==> src/rtl/bram_pkg.sv <==
// Shared types and constants for the BRAM stream reader and its output FIFO.
package bram_pkg;

  localparam int BRAM_DEPTH  = 1024;
  localparam int BRAM_WIDTH  = 32;
  localparam int BRAM_ADDR_W = $clog2(BRAM_DEPTH);

  // Output buffer depth: one BRAM latency slot plus two words of slack keeps
  // the stream bubble-free while out_ready stays high.
  localparam int FIFO_DEPTH  = 3;
  localparam int FIFO_CNT_W  = $clog2(FIFO_DEPTH + 1);

  typedef logic [BRAM_ADDR_W-1:0] addr_t;
  typedef logic [BRAM_WIDTH-1:0]  word_t;

  typedef enum logic [1:0] {
    ST_IDLE  = 2'd0,
    ST_READ  = 2'd1,
    ST_DRAIN = 2'd2
  } state_e;

endpackage

==> src/rtl/stream_fifo.sv <==
// Small circular FIFO holding BRAM words until the downstream accepts them.
// Pointers and occupancy are reset; the storage array is data and is not.
module stream_fifo
  import bram_pkg::*;
#(
  parameter int DEPTH_FIFO = FIFO_DEPTH,
  parameter int WIDTH_BITS = BRAM_WIDTH
) (
  input  logic                              clk,
  input  logic                              resetn,
  input  logic                              push,
  input  logic [WIDTH_BITS-1:0]             push_data,
  input  logic                              pop,
  output logic [$clog2(DEPTH_FIFO+1)-1:0]   count,
  output logic [WIDTH_BITS-1:0]             head
);

  localparam int CNT_W = $clog2(DEPTH_FIFO + 1);
  localparam int PTR_W = (DEPTH_FIFO > 1) ? $clog2(DEPTH_FIFO) : 1;

  logic [WIDTH_BITS-1:0] mem_q [DEPTH_FIFO];
  logic [PTR_W-1:0]      rd_q, rd_d;
  logic [PTR_W-1:0]      wr_q, wr_d;
  logic [CNT_W-1:0]      cnt_q, cnt_d;

  // Depth need not be a power of two, so wrap by explicit compare.
  function automatic logic [PTR_W-1:0] ptr_inc(input logic [PTR_W-1:0] p);
    return (p == PTR_W'(DEPTH_FIFO - 1)) ? '0 : p + 1'b1;
  endfunction

  // Next pointers and occupancy from the push/pop strobes.
  always_comb begin
    rd_d  = pop  ? ptr_inc(rd_q) : rd_q;
    wr_d  = push ? ptr_inc(wr_q) : wr_q;
    cnt_d = cnt_q;
    case ({push, pop})
      2'b10:   cnt_d = cnt_q + 1'b1;
      2'b01:   cnt_d = cnt_q - 1'b1;
      default: cnt_d = cnt_q;
    endcase
  end

  // Control state: pointers and count, cleared by reset.
  always_ff @(posedge clk or negedge resetn) begin
    if (!resetn) begin
      rd_q  <= '0;
      wr_q  <= '0;
      cnt_q <= '0;
    end else begin
      rd_q  <= rd_d;
      wr_q  <= wr_d;
      cnt_q <= cnt_d;
    end
  end

  // Word storage written on push.
  always_ff @(posedge clk) begin
    if (push) begin
      mem_q[wr_q] <= push_data;
    end
  end

  assign count = cnt_q;
  assign head  = mem_q[rd_q];

endmodule

==> src/rtl/bram_stream_reader.sv <==
// Walks a wrapping BRAM address range, one read per cycle under a credit
// limit, and replays the words as a valid/ready stream with a last flag.
module bram_stream_reader
  import bram_pkg::*;
#(
  parameter int DEPTH      = BRAM_DEPTH,
  parameter int WIDTH_BITS = BRAM_WIDTH,
  parameter int NBITS_ADDR = $clog2(DEPTH)
) (
  input  logic                  clk,
  input  logic                  resetn,
  input  logic                  start,
  input  logic [NBITS_ADDR-1:0] start_addr,
  input  logic [NBITS_ADDR:0]   length,
  output logic                  busy,
  output logic                  done,
  output logic                  bram_read_en,
  output logic [NBITS_ADDR-1:0] bram_addr_read,
  input  logic [WIDTH_BITS-1:0] bram_data,
  output logic                  out_valid,
  input  logic                  out_ready,
  output logic [WIDTH_BITS-1:0] out_data,
  output logic                  out_last
);

  localparam int                LEN_W   = NBITS_ADDR + 1;
  localparam int                OCC_W   = FIFO_CNT_W + 1;
  localparam logic [LEN_W-1:0]  LEN_ONE = LEN_W'(1);

  state_e                  state_q, state_d;
  logic [NBITS_ADDR-1:0]   addr_q, addr_d;
  logic [LEN_W-1:0]        remaining_q, remaining_d;
  logic [LEN_W-1:0]        sent_q, sent_d;
  logic                    in_flight_q;
  logic                    done_q, done_d;

  logic                    read_en;
  logic                    credit_ok;
  logic [OCC_W-1:0]        occupancy;
  logic [FIFO_CNT_W-1:0]   fifo_count;
  logic [WIDTH_BITS-1:0]   fifo_head;
  logic                    fifo_valid;
  logic                    fifo_pop;
  logic                    last_pop;

  // DEPTH may not be a power of two, so the address wraps by compare.
  function automatic logic [NBITS_ADDR-1:0] addr_inc(input logic [NBITS_ADDR-1:0] a);
    return (a == NBITS_ADDR'(DEPTH - 1)) ? '0 : a + 1'b1;
  endfunction

  assign fifo_valid = (fifo_count != '0);
  assign fifo_pop   = fifo_valid & out_ready;
  assign last_pop   = fifo_pop & (sent_q == LEN_ONE);

  // Words buffered plus the one in the BRAM pipe must leave room for another.
  assign occupancy  = OCC_W'(fifo_count) + OCC_W'(in_flight_q);
  assign credit_ok  = (occupancy < OCC_W'(FIFO_DEPTH));

  // Next-state, read issue and completion decode.
  always_comb begin
    state_d     = state_q;
    addr_d      = addr_q;
    remaining_d = remaining_q;
    sent_d      = sent_q;
    done_d      = 1'b0;
    read_en     = 1'b0;

    case (state_q)
      ST_IDLE: begin
        if (start) begin
          if (length != '0) begin
            addr_d      = start_addr;
            remaining_d = length;
            sent_d      = length;
            state_d     = ST_READ;
          end else begin
            done_d = 1'b1;
          end
        end
      end
      ST_READ: begin
        if ((remaining_q != '0) && credit_ok) begin
          read_en     = 1'b1;
          addr_d      = addr_inc(addr_q);
          remaining_d = remaining_q - 1'b1;
          if (remaining_q == LEN_ONE) begin
            state_d = ST_DRAIN;
          end
        end
      end
      ST_DRAIN: begin
        state_d = ST_DRAIN;
      end
      default: begin
        state_d = ST_IDLE;
      end
    endcase

    // Output bookkeeping runs in READ and DRAIN alike.
    if ((state_q != ST_IDLE) && fifo_pop) begin
      sent_d = sent_q - 1'b1;
      if (last_pop) begin
        state_d = ST_IDLE;
        done_d  = 1'b1;
      end
    end
  end

  // FSM, counters and the one-cycle BRAM latency tracker.
  always_ff @(posedge clk or negedge resetn) begin
    if (!resetn) begin
      state_q     <= ST_IDLE;
      addr_q      <= '0;
      remaining_q <= '0;
      sent_q      <= '0;
      in_flight_q <= 1'b0;
      done_q      <= 1'b0;
    end else begin
      state_q     <= state_d;
      addr_q      <= addr_d;
      remaining_q <= remaining_d;
      sent_q      <= sent_d;
      in_flight_q <= read_en;
      done_q      <= done_d;
    end
  end

  stream_fifo #(
    .DEPTH_FIFO (FIFO_DEPTH),
    .WIDTH_BITS (WIDTH_BITS)
  ) u_fifo (
    .clk       (clk),
    .resetn    (resetn),
    .push      (in_flight_q),
    .push_data (bram_data),
    .pop       (fifo_pop),
    .count     (fifo_count),
    .head      (fifo_head)
  );

  assign busy           = (state_q != ST_IDLE);
  assign done           = done_q;
  assign bram_read_en   = read_en;
  assign bram_addr_read = busy ? addr_q : '0;
  assign out_valid      = fifo_valid;
  assign out_data       = fifo_valid ? fifo_head : '0;
  assign out_last       = fifo_valid & (sent_q == LEN_ONE);

endmodule

==> config.mk <==
export PLATFORM = sky130hd
export DESIGN_NAME = bram_stream_reader
export DESIGN_NICKNAME = d
export VERILOG_FILES = /design/src/rtl/bram_pkg.sv /design/src/rtl/stream_fifo.sv /design/src/rtl/bram_stream_reader.sv
export SDC_FILE = /design/constraint.sdc
export NUM_CORES = 1
export LEC_CHECK = 0
export ABC_AREA = 1
export CAP_MARGIN = 20
export CORE_AREA = 2 2 112 114
export CTS_BUF_LIST = sky130_fd_sc_hd__clkbuf_8
export DETAILED_ROUTE_END_ITERATION = 10
export DIE_AREA = 0 0 114 116
export GPL_ROUTABILITY_DRIVEN = 0
export PLACE_DENSITY = 0.84
export SYNTH_ARGS = -nofsm -noshare
export SYNTH_HDL_FRONTEND = slang
export SYNTH_SLANG_ARGS = --single-unit
==> constraint.sdc <==
create_clock -name clk -period 3.4 [get_ports clk]
set_input_delay 0.34 -clock clk [delete_from_list [all_inputs] [get_ports clk]]
set_output_delay 0.34 -clock clk [all_outputs]
set_load 0.05 [all_outputs]
==> flow_results.org <==
** Outcome
- Outcome :: finished, final reports clean

** CTS
- Clock slew at reported path FFs :: ~80 ps
- Root Buffer Master :: sky130_fd_sc_hd__clkbuf_8
- TritonCTS built the clock tree.
- The clock tree synthesis step divided the H-tree into 4 levels.
- Buffers added to address setup during post-CTS repair amount to 0.
- At the later pin of the worst-skew pair, clock insertion delay measures approximately 430 ps.
- Post-CTS resize count :: 0
- CTS sink count :: ~140
- In this run, CTS created clock tree buffers numbering 17.
- Maximum number of buffers from clock root to sink :: 2

** Floorplanning
- Standard-cell row count :: 40
- Initial core utilization :: 0.5566
- Die width :: roughly 110 microns
- Die ar. :: about 0.013 sq mm
- The core region is approximately 0.012 sq mm.
- Die Height :: 116 microns
- Pin placement for this block handled between 100 and 150 I/O pins.

** Finish
- For this run, the post-layout net count is 900.
- Fraction of layout instances using a drive strength above 1 :: 0.1324
- Area growth syn-to-layout :: 28.68%
- The layout has 874 filler cells.
- For this run, the share of the core covered by cells in the final layout is 0.7163.
- Diodes inserted :: 0

** Placed design
- During placement, the flow inserted port buffers numbering between 100 and 150.
- Post-DP HPWL :: about 9800 microns

** Synth
- Synthesized area per cell :: slightly above 9 sq um
- Summed over all instances, the cell type with the most area after synthesis is sky130_fd_sc_hd__edfxtp_1.
- Synth async-reset ratio :: 0.3043
- Synth Net Count :: around 800
- Counting every instance in the synthesized netlist gives 726.
- Summing every instance area after synthesis gives roughly 0.0066 sq mm.
- Yosys warnings :: 0
- Area share of the largest cell type after synthesis :: 0.4348
- The synthesized design contains 96 enable-type register cells.
- Leading cell type by number of instances after synthesis :: sky130_fd_sc_hd__nand2_1
- In this run, synthesis produced a sequential element count of around 140.
- Top cells by area, synth :: sky130_fd_sc_hd__edfxtp_1, sky130_fd_sc_hd__dfrtp_1, sky130_fd_sc_hd__nand2_1
- Primary FF master, synth :: sky130_fd_sc_hd__edfxtp_1
- For this run, the register share of the synthesized area comes to 0.5933.
- Number of different library cells in the post-synthesis netlist :: 34
- In the synthesized netlist, the cells that appear most often are sky130_fd_sc_hd__nand2_1, sky130_fd_sc_hd__edfxtp_1, sky130_fd_sc_hd__inv_1, sky130_fd_sc_hd__nand3_1, sky130_fd_sc_hd__dfrtp_1.

** GRT
- Pin count of the biggest net entering global routing :: 43
- The first global-routing pass estimated about 23000 microns of wire.
- Across every metal layer, demand over resource in global routing totals 0.2266.
- Vias in the first global route :: ~5000
- Remaining global-route overflow :: 0
- The initial antenna violation count is 1.

** STA
- Count of endpoints failing hold in the final timing report :: 0
- Post-route clock skew :: between 10 and 15 ps
- For the pin with the worst max-slew slack, the measured transition is 596.3 ps.
- Fin. max-slew vios :: 0
- RSZ-0062 raised after global routing :: false
- The worst pin sits at a relative slew slack of 0.6020.
- In the finished design, the share of the clock period the worst path needs comes to 0.8740.
- Worst Hold Slack :: 241.6 ps
- Setup violations remaining at the end of the flow were counted as 0.
- For the final routed database, the setup TNS stands at 0 ps.
- Based on the critical path, the design can be clocked at up to 336.5 MHz.
- The routed design could run at a clock period as short as 2972 ps.

** Pwr
- In this run the power density over the cells is between 1000 and 1500 mW/mm^2.
- Peak ir drop on the vdd network :: 0.6487 mV
- Summed over all cells, the static leakage comes to 3.802 nW.
- Total power of the final layout :: approximately 9.8 mW

** Routing
- DR vias/cell :: 5.272
- DR WL/cell :: 14.53 microns
- The routed layout has ~5200 vias.
- Number of antenna-violating nets in the routed design :: 0
- Initial DRC count :: around 460
- Drt first pass iters :: 5
- DRC violation count after routing :: 0
- Final Routed Wirelength :: roughly 14000 microns

** Setup path
- The critical path starts at u_fifo.count[0].
- Minimum setup slack among reg-to-reg paths :: between 1000 and 1500 ps
- The largest individual stage delay along the critical path comes from the cell sky130_fd_sc_hd__clkdlybuf4s50_1.
- Worst setup path class :: register to output port
- STA classifies the critical path startpoint as a register.
- Max Fanout on Critical Path :: 5
- The cell family contributing the most delay on the critical path is buffers and inverters.
- CP cell instances :: ha_1, ha_1, a21oi_1, nand3_2, inv_1, clkdlybuf4s50_1
- Startpoint of the lowest-slack register-to-register path :: state_q[1]
- The cell that appears most often on the critical path is sky130_fd_sc_hd__ha_1.
- The number of buffers and inverters on the critical path is 2.
- Highest cell delay on the worst timing path :: about 800 ps
- Worst path required time :: 3060 ps
- The endpoint identified for the worst register-to-register timing path is remaining_q[8].
- Worst R2R Path Depth :: 8
- STA puts the critical path data arrival time at about 2600 ps.
- The worst setup path is captured at an output port.

** Min path
- Worst min-delay path category :: input pin to asynchronous set/reset pin

** Flow run
- Max-cap violations in this run came to 0.
-- cell type report --
type	count	area (sq um)	share of cell area
clock inverters	14	172.7	0.02024
well taps	147	183.9	0.02156
inverters	88	330.3	0.03872
clock buffers	17	234.0	0.02742
flip-flops and latches	138	3934	0.4611
repair buffers	113	1436	0.1684
multi-input cells	476	2241	0.2626
-- flip-flops by register name (all words and copies together) (netlist names) --
register and flops:
addr_q 10, done 1, in_flight_q 1, remaining_q 11, sent_q 11, state_q 2, u_fifo.count 2, u_fifo.mem_q 96
u_fifo.rd_q 2, u_fifo.wr_q 2
-- worst reg2reg max path, delay by kind of cell (launching register included) --
family	cells	cell delay [ps]
AND/OR/NAND/NOR	6	1350
flip-flops	1	440
buffers and inverters	2	360
-- timing repair --
| action | CTS | global route |
|---|---|---|
| endpoints found under the setup margin | 0 | 0 |
| hold endpoints to repair | 0 | 42 |
| hold buffers | 0 | 1 |
-- through the flow --
stage | setup slack, ps | instance area, sq um | instances
after floorplan | 208.9 | 6630 | 726
after global placement | 918.2 | 8095 | 960
after detailed placement | 860.0 | 8095 | 960
after CTS | 379.3 | 8502 | 991
after global routing | 302.4 | 8532 | 993
final | 428.5 | 8532 | 993
-- layer usage --
metal | global-route usage | part of all wire | vias to the layer above
li1 | - | - | 2557
met4 | 0.07724 | 0.011 | 2
met3 | 0.04812 | 0.067 | 23
met5 | 0 | 0.00090 | -
met1 | 0.2812 | 0.41 | 2436
met2 | 0.3976 | 0.51 | 217
-- power breakdown --
group,internal (mW),switching [mW]
sequential,2.42,0.312
clock,0.725,0.628
combinational,2.13,3.56
-- how the worst max path moves through the flow --
stage,to,slack [ps],depth (start not counted)
6_report,bram_read_en,430,6
2_1_floorplan,u_fifo.mem_q[1][0],210,2
4_1_cts,bram_read_en,380,6
3_5_place_dp,bram_read_en,860,6
3_3_place_gp,bram_read_en,920,6
5_1_grt,bram_read_en,300,6
-- layout by cell type (no fill, tap or decap), drive strengths merged --
cell,count
clkinv,7
clkdlybuf4s50,70
mux2,1
bufinv,3
nand4,2
clkbuf,17
nand3,78
dlygate4sd3,1
nand2,271
xnor2,3
nor3,7
clkinvlp,2
ha,9
o22ai,1
o21ai,35
edfxtp,96
nor2,47
or2,2
buf,42
inv,90
o211ai,5
a21oi,6
o21bai,4
nand3b,1
dfrtp,42
and2,1
xor2,3
-- logic make-up after synthesis --
group | synth area share
AND/OR/NAND/NOR | 0.2610
adder cells (fa/ha/maj) | 0.01698
buffers and inverters | 0.07133
flip-flops | 0.5933
multiplexers | 0.001698
XOR/XNOR | 0.007927
AO/OA/AOI/OAI | 0.04775
Note: power is estimated with default switching activity, not from simulation.
==> RTL edit 1, RTL diff (same flow settings) <==
Encoding of `state_e`: now one-hot (3 bits for 3 states).
--- a/src/rtl/bram_pkg.sv
+++ b/src/rtl/bram_pkg.sv
@@ -15,6 +15,6 @@
 
-  typedef enum logic [1:0] {
-    ST_IDLE  = 2'd0,
-    ST_READ  = 2'd1,
-    ST_DRAIN = 2'd2
+  typedef enum logic [2:0] {
+    ST_IDLE  = 3'b001,
+    ST_READ  = 3'b010,
+    ST_DRAIN = 3'b100
   } state_e;
Formal check against the unedited RTL: no difference found for any inputs over 4 cycles, from zero or initial values and one cycle with resetn low; so few cycles prove little.
==> RTL edit 1 against the original RTL <==
- sequential power shrank 11%
- utilization shrank 1.5 points
- critical endpoint unchanged
- largest cell class unchanged
- count of clock-buffer cells in the layout is the same
- total power shrank 19%
- cell area shrank 2.2%
- routed wire length grew 4.7%
- setup slack lost 130 ps
- area after synthesis grew 2.2%
- sequential cell count grew 1
- clock skew shrank 3.8 ps
==> RTL edit 1: results (changes against the original RTL) <==
STA
  • Fin crit share: 0.9110 (was 0.8740)
  • Fin Clk Skew: 10.82 ps (was 14.60 ps)
  • Hold Worst Slack: 417.3 ps (was 241.6 ps)
  • Slew @ Worst Pin: 637.5 ps (was 596.3 ps)

Placement
  • Post-detail-place hpwl: 10.03 mm (was 9.808 mm)
  • DP Area: 7876 um^2 (was 8095 um^2)

Cells and area
  • Area of the multi-input gates: 2355 um^2 (was 2241 um^2)
  • Sequential cell count: 139 (was 138)
  • Sequential share of cell area: 0.4744 (was 0.4611)
  • Inverter count: 95 (was 88)
  • Flip-flop and latch area: 3960 um^2 (was 3934 um^2)
  • NumNets Final: 946 (was 900)
  • Final non-clock buffer share: 0.1268 (was 0.1684)
  • Multi-input gate count: 512 (was 476)

Drt
  • Starting DRC count in detailed routing: 379 (was 464)
  • Via density: 5.151 (was 5.272)
  • Wire per inst: 14.53 um (about the same)

Synth
  • Synth Area in Compound Gates: 0.04134 (was 0.04774)
  • Mean post-synth cell area: 8.804 um^2 (was 9.132 um^2)
  • Synth top cells by count: 301 x nand2_1, 96 x edfxtp_1, 91 x inv_1 (was 267 x nand2_1, 96 x edfxtp_1, 81 x inv_1)
  • Synth Area in XOR/XNOR: 0.007752 (was 0.007926)
  • Async set or reset register ratio after synthesis: 0.3094 (was 0.3043)
  • Register area share after synthesis: 0.5842 (was 0.5933)

Global route
  • Vias in the first global route: 5,145 (was 5,099)
  • Largest net degree at the start of global routing: 44 (was 43)
  • Antenna violations before repair: 0 (was 1)

Pwr
  • Comb. pwr: 4.02 mW (was 5.68 mW)
  • Leakage: 3.873 nW (was 3.802 nW)
  • Seq. pwr: 2.44 mW (was 2.73 mW)

Setup path
  • RR Endpoint: addr_q[1] (was remaining_q[8])
  • Arr. time, crit path: 2760 ps (was 2630 ps)
  • FF-to-FF Start: u_fifo.count[0] (was state_q[1])

Clock tree
  • Skew-Pair Late Insertion Delay: 450 ps (was 430 ps)

Run status
  • Status: complete, no violations (unchanged)
RTL edit 1: cell types whose count changed after synthesis, sizes merged, moves of 2 or more:
| cell | before | now |
|---|---|---|
| nand4 | 2 | 4 |
| nand3 | 78 | 61 |
| o211ai | 5 | 2 |
| nand2 | 271 | 322 |
| buf | 20 | 15 |
| inv | 88 | 95 |
| nor2 | 47 | 54 |
| or2 | 2 | 0 |
| clkbuf | 4 | 9 |
| o21ai | 35 | 33 |
RTL edit 1: worst register-to-register path, cell delays in order (launching register included):
cell and delay [ps]:
dfrtp_1 440, ha_1 210, ha_1 260, a21o_1 200
o21bai_2 190, nand2_1 80, nand3_2 370, nand2_1 190
nand2_1 70
RTL edit 1: repair_timing:
item | CTS | global route
gates resized for setup | 0 | 0
endpoints found under the hold margin | 0 | 20
hold buffers | 0 | 1
RTL edit 1: layer usage:
metal  up-vias  share of wire  GRT usage
li1       2678              -          -
met1      2475           0.42     0.3047
met2       185           0.51     0.4167
met3        19          0.055    0.05282
met4         0          0.014    0.09106
met5         -              0          0
==> RTL edit 2, RTL diff (config.mk and constraints unchanged) <==
Without the edit above. Set the package constant `FIFO_DEPTH` to 2 (it was 3).
--- a/src/rtl/bram_pkg.sv
+++ b/src/rtl/bram_pkg.sv
@@ -9,3 +9,3 @@
   // the stream bubble-free while out_ready stays high.
-  localparam int FIFO_DEPTH  = 3;
+  localparam int FIFO_DEPTH  = 2;
   localparam int FIFO_CNT_W  = $clog2(FIFO_DEPTH + 1);
Check against the original RTL: not equivalent (Yosys sat finds a counterexample within 4 cycles, from zero or initial values and one cycle with resetn low).
==> RTL edit 2 against the original RTL <==
- sequential power down 23%
- sequential cell count fell by 34
- largest cell class unchanged
- setup slack improved by 20 ps
- global-route usage fell by 4.0 points
- cell area shrank 24%
- final cell count shrank 18%
- routed wire length fell by 16%
- total power is 29% lower
- area after synthesis down 22%
==> RTL edit 2: results (changes against the original RTL) <==
Run status
  • Status: complete, no violations (unchanged)

Drt
  • Starting DRC count in detailed routing: 405 (was 464)
  • Met3 Wirelength: 850 um (was 964 um)
  • WL met1: 5.395 mm (was 5.951 mm)
  • WL met2: 5.620 mm (was 7.344 mm)
  • Wire per inst: 15.00 um (was 14.53 um)
  • Via count: 4,254 (was 5,235)
  • Highest routed layer: met4 (was met5)

Global route
  • Global-route usage over all layers: 0.1871 (was 0.2266)
  • First-pass GRT wire length: 19.70 mm (was 23.47 mm)
  • M2 GR Usage: 0.3087 (was 0.3976)
  • Antenna violations before repair: 0 (was 1)
  • Largest net degree at the start of global routing: 41 (was 43)
  • Met1 GRT Util: 0.2502 (was 0.2812)
  • Met3 usage: 0.04027 (was 0.04812)
  • Vias in the first global route: 4,140 (was 5,099)

Synth
  • Netlist cell types: 35 (was 34)
  • Synth Area in Compound Gates: 0.1072 (was 0.04774)
  • Mean post-synth cell area: 9.266 um^2 (was 9.132 um^2)
  • Post-Syn Nets: 623 (was 792)
  • Async set or reset register ratio after synthesis: 0.3846 (was 0.3043)
  • Mux cell area share after synthesis: 0.003865 (was 0.001698)
  • Ys flop type: edfxtp_1 (unchanged)
  • Register area share after synthesis: 0.5643 (was 0.5933)
  • Synth Area in XOR/XNOR: 0.01353 (was 0.007926)
  • Synth Area in Adders: 0.01691 (was 0.01698)
  • Synth top cells by count: 152 x nand2_1, 64 x edfxtp_1, 51 x inv_1 (was 267 x nand2_1, 96 x edfxtp_1, 81 x inv_1)

Setup path
  • RR Endpoint: remaining_q[4] (was remaining_q[8])
  • Arr. time, crit path: 2610 ps (was 2630 ps)
  • Worst-path fanout max: 26 (was 5)
  • Setup slack of the worst register-to-register path: 1200 ps (was 1140 ps)
  • Crit path launch: state_q[1] (was u_fifo.count[0])
  • Setup crit end: bram_read_en (unchanged)

STA
  • Fin Clk Skew: 16.45 ps (was 14.60 ps)
  • Worst slew margin: 0.3819 (was 0.6020)

Cells and area
  • Final Non-Filler Cells: 810 (was 993)
  • Share of cells above drive strength 1: 0.1026 (was 0.1324)
  • Largest regs: u_fifo.mem_q (64), remaining_q (11), sent_q (11) (was u_fifo.mem_q (96), remaining_q (11), sent_q (11))
  • NumNets Final: 722 (was 900)

Clock tree
  • CTS H-tree lvls: 3 (was 4)
  • Number of buffers created by CTS: 9 (was 17)
  • Skew-Pair Late Insertion Delay: 370 ps (was 430 ps)
  • Clock transition at path regs: 110 ps (was 80 ps)
  • CTS Hold Bufs: 0 (unchanged)

Pwr
  • Peak supply drop: 0.0006071 V (was 0.0006487 V)
  • Power Density: 1071 nW/um^2 (was 1145 nW/um^2)
  • Combinational fraction of design power: 0.593 (was 0.582)
  • Clock share of power: 0.105 (was 0.138)
  • Leakage: 2.657 nW (was 3.802 nW)
  • Internal power: 3.382 mW (was 5.273 mW)

Placement
  • DP Cell Count: 794 (was 960)
  • DP Area: 6310 um^2 (was 8095 um^2)
-- RTL edit 2: cell count changes after synthesis, moves of 5 or more --
cell      unedited run  this run
o21ai_2             10        16
inv_1               81        51
edfxtp_1            96        64
nand4_1              2         8
nand2_2              1        11
nand3_1             77        30
nor2_1              37        47
clkbuf_1             4        11
o21ai_0             23        30
nand2_1            267       152
buf_2                9         4
a21oi_1              6        37
-- RTL edit 2: layout make-up --
class | count | area (um^2)
tap | 147 | 183.9
fill | 1037 | 5420
sequential | 104 | 2923
multi-input combinational | 381 | 1937
clock buffer | 9 | 123.9
inverter | 54 | 202.7
clock inverter | 7 | 57.56
timing repair buffer | 108 | 1064
-- RTL edit 2: cell families (layout without fill, tap and decap cells) --
logic type               Yosys count  in the layout
AO/OA/AOI/OAI                     94             94
multiplexers                       2              2
adder cells (fa/ha/maj)            7              7
flip-flops                       104            104
buffers and inverters             74            178
AND/OR/NAND/NOR                  270            270
XOR/XNOR                           8              8
